<file path="src/rtl/if_fetch_unit.sv">
// Instruction fetch stage: PC generator with credit-limited in-order imem requests and a fetch queue.
// Optional performance counters are enabled by defining IF_FETCH_PERF_EN.
module if_fetch_unit #(
  parameter logic [31:0] RESET_VEC       = 32'h6000_0000,
  parameter int unsigned FQ_DEPTH        = 4,
  parameter int unsigned MAX_OUTSTANDING = 2
) (
  input  logic        clk,
  input  logic        rst,
  input  logic        i_redirect,
  input  logic [31:0] i_redirect_pc,
  output logic [31:0] imem_addr,
  output logic [3:0]  imem_rmask,
  input  logic [31:0] imem_rdata,
  input  logic        imem_resp,
  output logic        o_valid,
  input  logic        i_ready,
  output logic [31:0] o_inst,
  output logic [31:0] o_pc,
  output logic [31:0] o_pc_next
`ifdef IF_FETCH_PERF_EN
  ,
  output logic [31:0] o_perf_fetched,
  output logic [31:0] o_perf_dropped
`endif
);

  localparam int unsigned PW = $clog2(FQ_DEPTH);
  localparam int unsigned CW = PW + 1;
  localparam logic [CW-1:0] DepthC  = CW'(FQ_DEPTH);
  localparam logic [CW-1:0] MaxOutC = CW'(MAX_OUTSTANDING);

  logic [31:0]   pc_q, pc_d;
  logic [31:0]   resp_pc_q, resp_pc_d;
  logic [CW-1:0] out_cnt_q, out_cnt_d;
  logic [CW-1:0] drop_cnt_q, drop_cnt_d;
  logic [CW-1:0] fq_cnt_q, fq_cnt_d;
  logic [PW-1:0] rd_ptr_q, rd_ptr_d;
  logic [PW-1:0] wr_ptr_q, wr_ptr_d;
  logic [31:0]   fq_inst_q [FQ_DEPTH];
  logic [31:0]   fq_pc_q   [FQ_DEPTH];

  logic          head_valid, pop, resp_live, resp_drop, issue;
  logic [CW-1:0] out_after, drop_after, fq_after, live_after;
  logic [CW:0]   credit_sum;

  always_comb begin
    head_valid = (fq_cnt_q != '0) && !i_redirect;
    pop        = head_valid && i_ready;
    // A response arriving with a redirect belongs to the old stream and is always discarded.
    resp_live  = imem_resp && (drop_cnt_q == '0) && !i_redirect;
    resp_drop  = imem_resp && !resp_live;

    out_after  = out_cnt_q - CW'(imem_resp);
    drop_after = i_redirect ? out_after : (drop_cnt_q - CW'(resp_drop));
    fq_after   = i_redirect ? '0 : (fq_cnt_q + CW'(resp_live) - CW'(pop));
    live_after = out_after - drop_after;
    credit_sum = {1'b0, live_after} + {1'b0, fq_after};

    issue      = !rst && (out_after < MaxOutC) && (credit_sum < {1'b0, DepthC});

    imem_addr  = i_redirect ? i_redirect_pc : pc_q;
    imem_rmask = issue ? 4'hF : 4'h0;

    pc_d       = issue ? (imem_addr + 32'd4) : imem_addr;
    resp_pc_d  = resp_pc_q;
    if (i_redirect) begin
      resp_pc_d = i_redirect_pc;
    end else if (resp_live) begin
      resp_pc_d = resp_pc_q + 32'd4;
    end

    out_cnt_d  = out_after + CW'(issue);
    drop_cnt_d = drop_after;
    fq_cnt_d   = fq_after;
    wr_ptr_d   = i_redirect ? '0 : (wr_ptr_q + PW'(resp_live));
    rd_ptr_d   = i_redirect ? '0 : (rd_ptr_q + PW'(pop));

    o_valid    = head_valid;
    o_inst     = (fq_cnt_q != '0) ? fq_inst_q[rd_ptr_q] : 32'd0;
    o_pc       = (fq_cnt_q != '0) ? fq_pc_q[rd_ptr_q] : 32'd0;
    o_pc_next  = (fq_cnt_q != '0) ? (fq_pc_q[rd_ptr_q] + 32'd4) : 32'd0;
  end

  always_ff @(posedge clk or posedge rst) begin
    if (rst) begin
      pc_q       <= RESET_VEC;
      resp_pc_q  <= RESET_VEC;
      out_cnt_q  <= '0;
      drop_cnt_q <= '0;
      fq_cnt_q   <= '0;
      rd_ptr_q   <= '0;
      wr_ptr_q   <= '0;
    end else begin
      pc_q       <= pc_d;
      resp_pc_q  <= resp_pc_d;
      out_cnt_q  <= out_cnt_d;
      drop_cnt_q <= drop_cnt_d;
      fq_cnt_q   <= fq_cnt_d;
      rd_ptr_q   <= rd_ptr_d;
      wr_ptr_q   <= wr_ptr_d;
    end
  end

  // Queue storage needs no reset: entries are only visible while fq_cnt_q is non-zero.
  always_ff @(posedge clk) begin
    if (resp_live) begin
      fq_inst_q[wr_ptr_q] <= imem_rdata;
      fq_pc_q[wr_ptr_q]   <= resp_pc_q;
    end
  end

`ifdef IF_FETCH_PERF_EN
  logic [31:0] perf_fetched_q, perf_fetched_d;
  logic [31:0] perf_dropped_q, perf_dropped_d;

  always_comb begin
    perf_fetched_d = perf_fetched_q + 32'(pop);
    perf_dropped_d = perf_dropped_q + 32'(resp_drop);
    o_perf_fetched = perf_fetched_q;
    o_perf_dropped = perf_dropped_q;
  end

  always_ff @(posedge clk or posedge rst) begin
    if (rst) begin
      perf_fetched_q <= 32'd0;
      perf_dropped_q <= 32'd0;
    end else begin
      perf_fetched_q <= perf_fetched_d;
      perf_dropped_q <= perf_dropped_d;
    end
  end
`endif

endmodule

</file>
<file path="config.mk">
export PLATFORM = sky130hd
export DESIGN_NAME = if_fetch_unit
export DESIGN_NICKNAME = d
export VERILOG_FILES = /design/src/rtl/if_fetch_unit.sv
export SDC_FILE = /design/constraint.sdc
export NUM_CORES = 1
export LEC_CHECK = 0
export ABC_AREA = 1
export CELL_PAD_IN_SITES_DETAIL_PLACEMENT = 0
export CELL_PAD_IN_SITES_GLOBAL_PLACEMENT = 1
export CORE_MARGIN = 4
export CORE_UTILIZATION = 38
export DETAILED_ROUTE_END_ITERATION = 6
export PLACE_DENSITY_LB_ADDON = 0.1
export SYNTH_ARGS = -nofsm -noshare
export SYNTH_HDL_FRONTEND = slang
export SYNTH_SLANG_ARGS = --single-unit
</file>
<file path="constraint.sdc">
create_clock -name clk -period 8.9 [get_ports clk]
set_input_delay 0.89 -clock clk [delete_from_list [all_inputs] [get_ports clk]]
set_output_delay 0.89 -clock clk [all_outputs]
set_load 0.05 [all_outputs]
</file>
==> results of run 1 <==
==> layout make-up <==
type                       instances  area share
multi-input combinational       1335       0.303
inverter                         126      0.0236
clock inverter                    13     0.00825
timing repair buffer             216       0.104
tap                              585      0.0360
clock buffer                      56      0.0511
sequential                       333       0.474
==> registers in the layout, indices dropped and copies added, names as in the netlist <==
name and cells:
pc_q 32, rd_ptr_q 2, fq_pc_q 128, resp_pc_q 32
out_cnt_q 3, drop_cnt_q 3, fq_inst_q 128, fq_cnt_q 3
wr_ptr_q 2
==> cells in the mapped netlist (2+ instances only) <==
cell	count
o21ai_0	99
nor2_2	19
fa_1	2
dfrtp_1	73
edfxtp_1	256
o221ai_1	2
nor3_1	27
a31oi_1	4
nor2_1	299
o21bai_1	4
nor3_2	2
nand2_2	30
nand3_1	119
dfstp_2	4
ha_1	16
buf_2	22
nand4_1	12
clkbuf_1	22
a21oi_1	52
nand3b_1	5
xor2_1	29
o211ai_1	10
buf_4	19
inv_1	119
nor2_4	8
inv_2	5
xnor2_1	12
buf_1	7
nand2_1	573
buf_6	9
==> cell families (layout without fill, tap and decap cells) <==
family                     count (synthesis)  in the layout
xor gates and xnor gates                  42             42
AOI/OAI and AO/OA                        175            175
adders and majority gates                 18             18
DFF                                      333            333
and+or+nand+nor                         1100           1100
buffers and inverters                    206            411
==> metal layers <==
metal / vias to the layer above / global-route usage / routed length [um]
li1: 6505 / - / -
met2: 211 / 0.317 / 21500
met5: - / 0 / 0
met3: 54 / 0.0291 / 1750
met4: 0 / 0.0407 / 780
met1: 5971 / 0.270 / 21600
==> power groups by stage <==
stage	clock (W)	sequential (W)	combinational, W
6_report	0.00151	0.00192	0.00242
5_1_grt	0.00162	0.00193	0.00263
3_5_place_dp	0	0.00195	0.00245
4_1_cts	0.00155	0.00192	0.00246
2_1_floorplan	0	0.00190	0.00173
3_3_place_gp	0	0.00194	0.00244
==> worst min path at each step <==
stage	start	to	slack, ns	depth (start not counted)
after floorplan	pc_q[0]	pc_q[0]	0.44	2
after global placement	pc_q[0]	pc_q[0]	0.46	2
after detailed placement	pc_q[0]	pc_q[0]	0.46	2
after CTS	pc_q[0]	pc_q[0]	0.48	2
after global routing	pc_q[1]	pc_q[1]	0.51	2
final	pc_q[0]	pc_q[0]	0.48	2
==> critical path: stages <==
cell	delay, ns
clkdlybuf4s50_1	0.52
nand3_1	0.25
nor2_1	0.20
buf_4	0.25
nor2_1	0.07
ha_1	0.18
ha_1	0.27
o21ai_0	0.13
fa_1	0.47
xor2_1	0.16
inv_1	0.05
ha_1	0.27
nor3_1	0.20
nand2_1	0.12
nor2_4	0.48
clkdlybuf4s50_1	0.92
==> metrics by stage <==
stage | util | power (W) | instances | cell area [sq um] | setup slack [ns]
detailed placement | 0.442 | 0.00440 | 2595 | 19100 | 2.53
floorplan | - | 0.00363 | 1874 | 16700 | 2.14
finish | 0.470 | 0.00585 | 2664 | 20300 | 2.57
global placement | 0.442 | 0.00439 | 2595 | 19100 | 2.56
CTS | 0.470 | 0.00592 | 2664 | 20300 | 2.53
global route | 0.470 | 0.00618 | 2664 | 20300 | 2.16
==> parameters.txt, run 1 <==
Parameter                              Value

Floorplanning
  Width of the die    218 um
  Placement row count    76
  Height of the die    218 um
  Floorplan Core Area    0.0433 sq mm
  Number of ports placed on the die boundary    202
  Die area    0.0474 sq mm
  Initial core utilization    0.386

Worst setup path
  Required time of the critical path    8.01 ns
  Worst setup path start    imem_resp
  Maximum fanout along the worst path    20
  Register-to-Register Setup Slack    4.37 ns
  Number of cell instances on the worst register-to-register path    22
  Worst Path Class, Setup    in2out
  Capturing element type of the critical path    output port
  Terminus of the critical flop-to-flop path    pc_q[23]
  Startpoint types    input pin
  Capturing element of the worst setup path    imem_rmask[1]
  Arrival time at the worst endpoint    5.44 ns
  Origin of the critical flop-to-flop path    drop_cnt_q[2]

CTS
  Number of gates resized after cts    0
  CTS clk-pin slew, worst paths    0.05 ns
  Clock insertion delay at the later pin of the skew report    0.54 ns
  Clock tree from TritonCTS    built
  Clock sinks    333
  H-tree levels    2
  Number of buffers created by CTS    38
  CTS Root Buffer Type    clkbuf_16
  Clk buf depth    3
  Number of hold buffers added after cts    0
  # Post-CTS Setup Buffers    0

Power and ir drop
  Power per standard cell area    288 mW/mm^2
  Internal cell power    0.00341 W
  Leakage power    8.05 nW
  Net switching share of the total power    0.417
  Total net switching power    0.00244 W
  Register share of total power    0.328
  Part of the total power dissipated in the clock network    0.258
  Peak VDD IR    0.180 mV
  Relative contribution of combinational cells to total power    0.414

Layout
  Filler cell count in the final layout    4174
  Commonest non-fill, non-tap cell in the layout    nand2_1
  Number of antenna cells inserted    0
  Register Area    0.00962 sq mm
  Share of layout cells above drive strength 1    0.0722
  Area used by multi-input combinational logic    0.00616 sq mm
  Relative area change from synthesis to final layout    21.6%
  Net count reported at finish    2137
  Commonest non-fill, non-tap cells in the layout    573 x nand2_1, 298 x nor2_1, 256 x edfxtp_1

Drt
  Via-to-Cell Ratio    4.78
  Total vias in the final route    12.7k
  Total iterations of the first detailed-routing run    4
  Post-detailed-route wirelength per cell    17.1 um
  Antenna-violating nets left    0
  Initial DRC Count    727
  Number of remaining DRC errors    0
  Overall routed net length    45.7 mm

Synth
  Fraction of synthesized cell area in xor and xnor cells    0.0225
  Count of synthesis-stage warnings from yosys    0
  Main combinational cell family by area after synthesis    simple AND/OR/NAND/NOR gates
  Post-synth cell types    44
  Most area-consuming cells after synthesis    edfxtp_1 46%, nand2_1 13%, dfrtp_1 11%
  Fraction of the yosys area taken by sequential cells    0.576
  Post-synth top flop    edfxtp_1
  Cell type with the highest aggregate area in the netlist    edfxtp_1
  Post-synth net total    1961
  Syn Std Cell Area    0.0167 sq mm
  Post-synthesis share of cell area spent on and, or, nand and nor gates    0.274
  Fraction of registers with async set or reset after synthesis    0.231
  Mean instance size in the synthesized netlist    8.91 sq um
  Cell count after synthesis    1874
  Area share of fa/ha/maj cells after synthesis    0.0144
  Area share of the leading cell type in the synthesized netlist    0.460
  Number of enable-type register cells in the synthesized netlist    256
  Share of the synthesized area in compound gates (AO/OA/AOI/OAI)    0.0560
  Multiplexer area fraction after synthesis    0
  Synth Register Bits    333

Status
  Run status    finished clean

STA
  Final number of hold-violating endpoints    0
  Fmax    0.158 GHz
  RSZ-0062 raised after global routing    false
  Least-Margin Pin Slew    1.02 ns
  Post-Route Setup TNS    0 ns
  Final Cycle Share    0.711
  Total count of max-transition violations in the final report    0
  Worst hold slack after final layout    0.476 ns
  Final Critical Period    6.33 ns
  Total setup violations reported at the end of the flow    0
  Slew margin rel.    0.321
  Worst setup skew after layout    0.0246 ns

Global routing
  Wire length of the first global-routing pass    71.6 mm
  Total global-route track usage    0.192
  Antenna violations before repair    0
  Number of global-route vias before repair    12.6k
  Largest net degree at the start of global routing    136
  Grt ovf    0

Placement
  # port buffers    201
  Weighted congestion reported at the end of routability-driven placement    0.816
  HPWL after detailed placement    30.7 mm

Job
  Max Cap Violations    0

Min path
  Worst hold path type    reg2reg
Note: power is estimated with default switching activity, not from simulation.
==> run 2: changes to the inputs <==
Clock period 8.9 ns to 5.7 ns, I/O delays scaled along.
==> run 2 against run 1 <==
  * First-iteration DRC count is 1.5% higher
  * Combinational power grew 61%
  * Final area up 0.25%
  * Hold slack lost 0.13 ns
==> parameters.txt, run 2 (synthesis gave the netlist of run 1 again) <==
Parameter                              Value

Status
  Run status    finished clean

CTS
  Number of gates resized after cts    0
  # Post-CTS Setup Buffers    0
  CTS Root Buffer Type    clkbuf_16
  CTS clk-pin slew, worst paths    0.06 ns
  Number of buffers created by CTS    38
  H-tree levels    2
  Clk buf depth    3
  Clock tree from TritonCTS    built
  Clock insertion delay at the later pin of the skew report    0.54 ns
  Number of hold buffers added after cts    0
  Clock sinks    333

Floorplanning
  Die area    0.0474 sq mm
  Floorplan Core Area    0.0433 sq mm
  Initial core utilization    0.386
  Height of the die    218 um
  Width of the die    218 um
  Number of ports placed on the die boundary    202
  Placement row count    76

Layout
  Final Cell Area    0.0204 sq mm
  Registers with the most flip-flops    fq_inst_q: 128 flops, fq_pc_q: 128 flops
  Commonest non-fill, non-tap cells in the layout    573 x nand2_1, 298 x nor2_1, 256 x edfxtp_1
  Relative area change from synthesis to final layout    21.9%
  Commonest non-fill, non-tap cell in the layout    nand2_1
  Post-route insts no fill    2672
  Filler cell count in the final layout    4168
  Share of layout cells above drive strength 1    0.0781
  Register Area    0.00962 sq mm
  Net count reported at finish    2145
  Number of antenna cells inserted    0
  Area used by multi-input combinational logic    0.00616 sq mm

Drt
  Overall routed net length    45.7 mm
  Antenna-violating nets left    0
  Post-detailed-route wirelength per cell    17.1 um
  Total vias in the final route    12.8k
  Initial DRC Count    738
  Total iterations of the first detailed-routing run    4
  Number of remaining DRC errors    0
  Via-to-Cell Ratio    4.80

STA
  Final Cycle Share    0.851
  Slew margin rel.    0.305
  PnR worst setup slack    0.848 ns
  Total setup violations reported at the end of the flow    0
  Final Critical Period    4.85 ns
  Worst setup skew after layout    0.0194 ns
  RSZ-0062 raised after global routing    false
  Total count of max-transition violations in the final report    0
  Fmax    0.206 GHz
  Final number of hold-violating endpoints    0
  Least-Margin Pin Slew    1.04 ns

Power and ir drop
  Peak VDD IR    0.374 mV
  Power per standard cell area    447 mW/mm^2
  Leakage power    8.10 nW

Placement
  Weighted congestion reported at the end of routability-driven placement    0.838
  Setup WS pre-CTS    0.714 ns
  # port buffers    201
  Number of placed cells counting well taps    2603
  HPWL after detailed placement    31.1 mm
  Placed Area    0.0192 sq mm

Worst setup path
  Family of cells with the greatest summed delay on the critical path    buffers and inverters
  Number of buffers and inverters on the critical path    6
  Worst Path Class, Setup    in2out
  Arrival time at the worst endpoint    4.28 ns
  Maximum fanout along the worst path    15
  Capturing element type of the critical path    output port
  Startpoint types    input pin
  Chain of cells forming the critical path    clkdlybuf4s50_1 > nand3_1 > nor2_1 > buf_4 > inv_1 > ha_1 > inv_1 > ha_1 > fa_1 > o21ai_0 > a21oi_1 > ha_1 > nor3_1 > nand2_1 > nor2_4 > buf_4 > buf_12
  Crit path largest cell delay    0.53 ns
  CP max stage cell    clkdlybuf4s50_1
  Required time of the critical path    5.13 ns
  Most used cell along the critical path    ha_1

Global routing
  Antenna violations before repair    0
  Grt ovf    0
  Wire length of the first global-routing pass    71.2 mm
  Number of global-route vias before repair    12.6k
  Largest net degree at the start of global routing    136
  Total global-route track usage    0.191

Job
  Max Cap Violations    0

Min path
  Worst hold path type    in2async
[run 2: where the power goes]
group	internal, W	switching (W)
Combinational	0.00115	0.00275
Clock	0.00131	0.000941
Sequential	0.00282	0.000141
[run 2: final timing paths]
kind	start	endpoint	cells past startpoint	slack (ns)
min in group clk	i_redirect	wr_ptr_q[1]	2	0.39
worst max register to register	drop_cnt_q[2]	pc_q[23]	23	1.38
worst max-delay path	imem_resp	imem_rmask[2]	17	0.85
worst min register to register	pc_q[0]	pc_q[0]	2	0.47
max in group asynchronous	rst	pc_q[26]	3	4.18
worst min-delay path	rst	fq_cnt_q[0]	2	0.35
[run 2: layout make-up]
type                            instances  area share
Tap cell                              585      0.0359
Multi-Input combinational cell       1335       0.302
Clock buffer                           52      0.0502
Clock inverter                         17     0.00657
Timing Repair Buffer                  224       0.109
Sequential cell                       333       0.472
Inverter                              126      0.0236
[run 2: metrics by stage]
step                hold WS [ns]  utilization  total power, W  setup TNS (ns)
finish                     0.346        0.471         0.00912               0
global route               0.365        0.471         0.00962               0
CTS                        0.334        0.471         0.00923               0
detailed placement         0.454        0.444         0.00695               0
global placement           0.456        0.444         0.00693               0
floorplan                  0.439            -         0.00566         -189.39
[run 2: per-layer routing]
layer	track usage	part of all wire	vias up	wire length (um)
met3	0.0302	0.045	32	2030
li1	-	-	6521	-
met5	0	0	-	0
met4	0.0343	0.011	0	480
met2	0.316	0.47	260	21500
met1	0.270	0.47	6008	21700
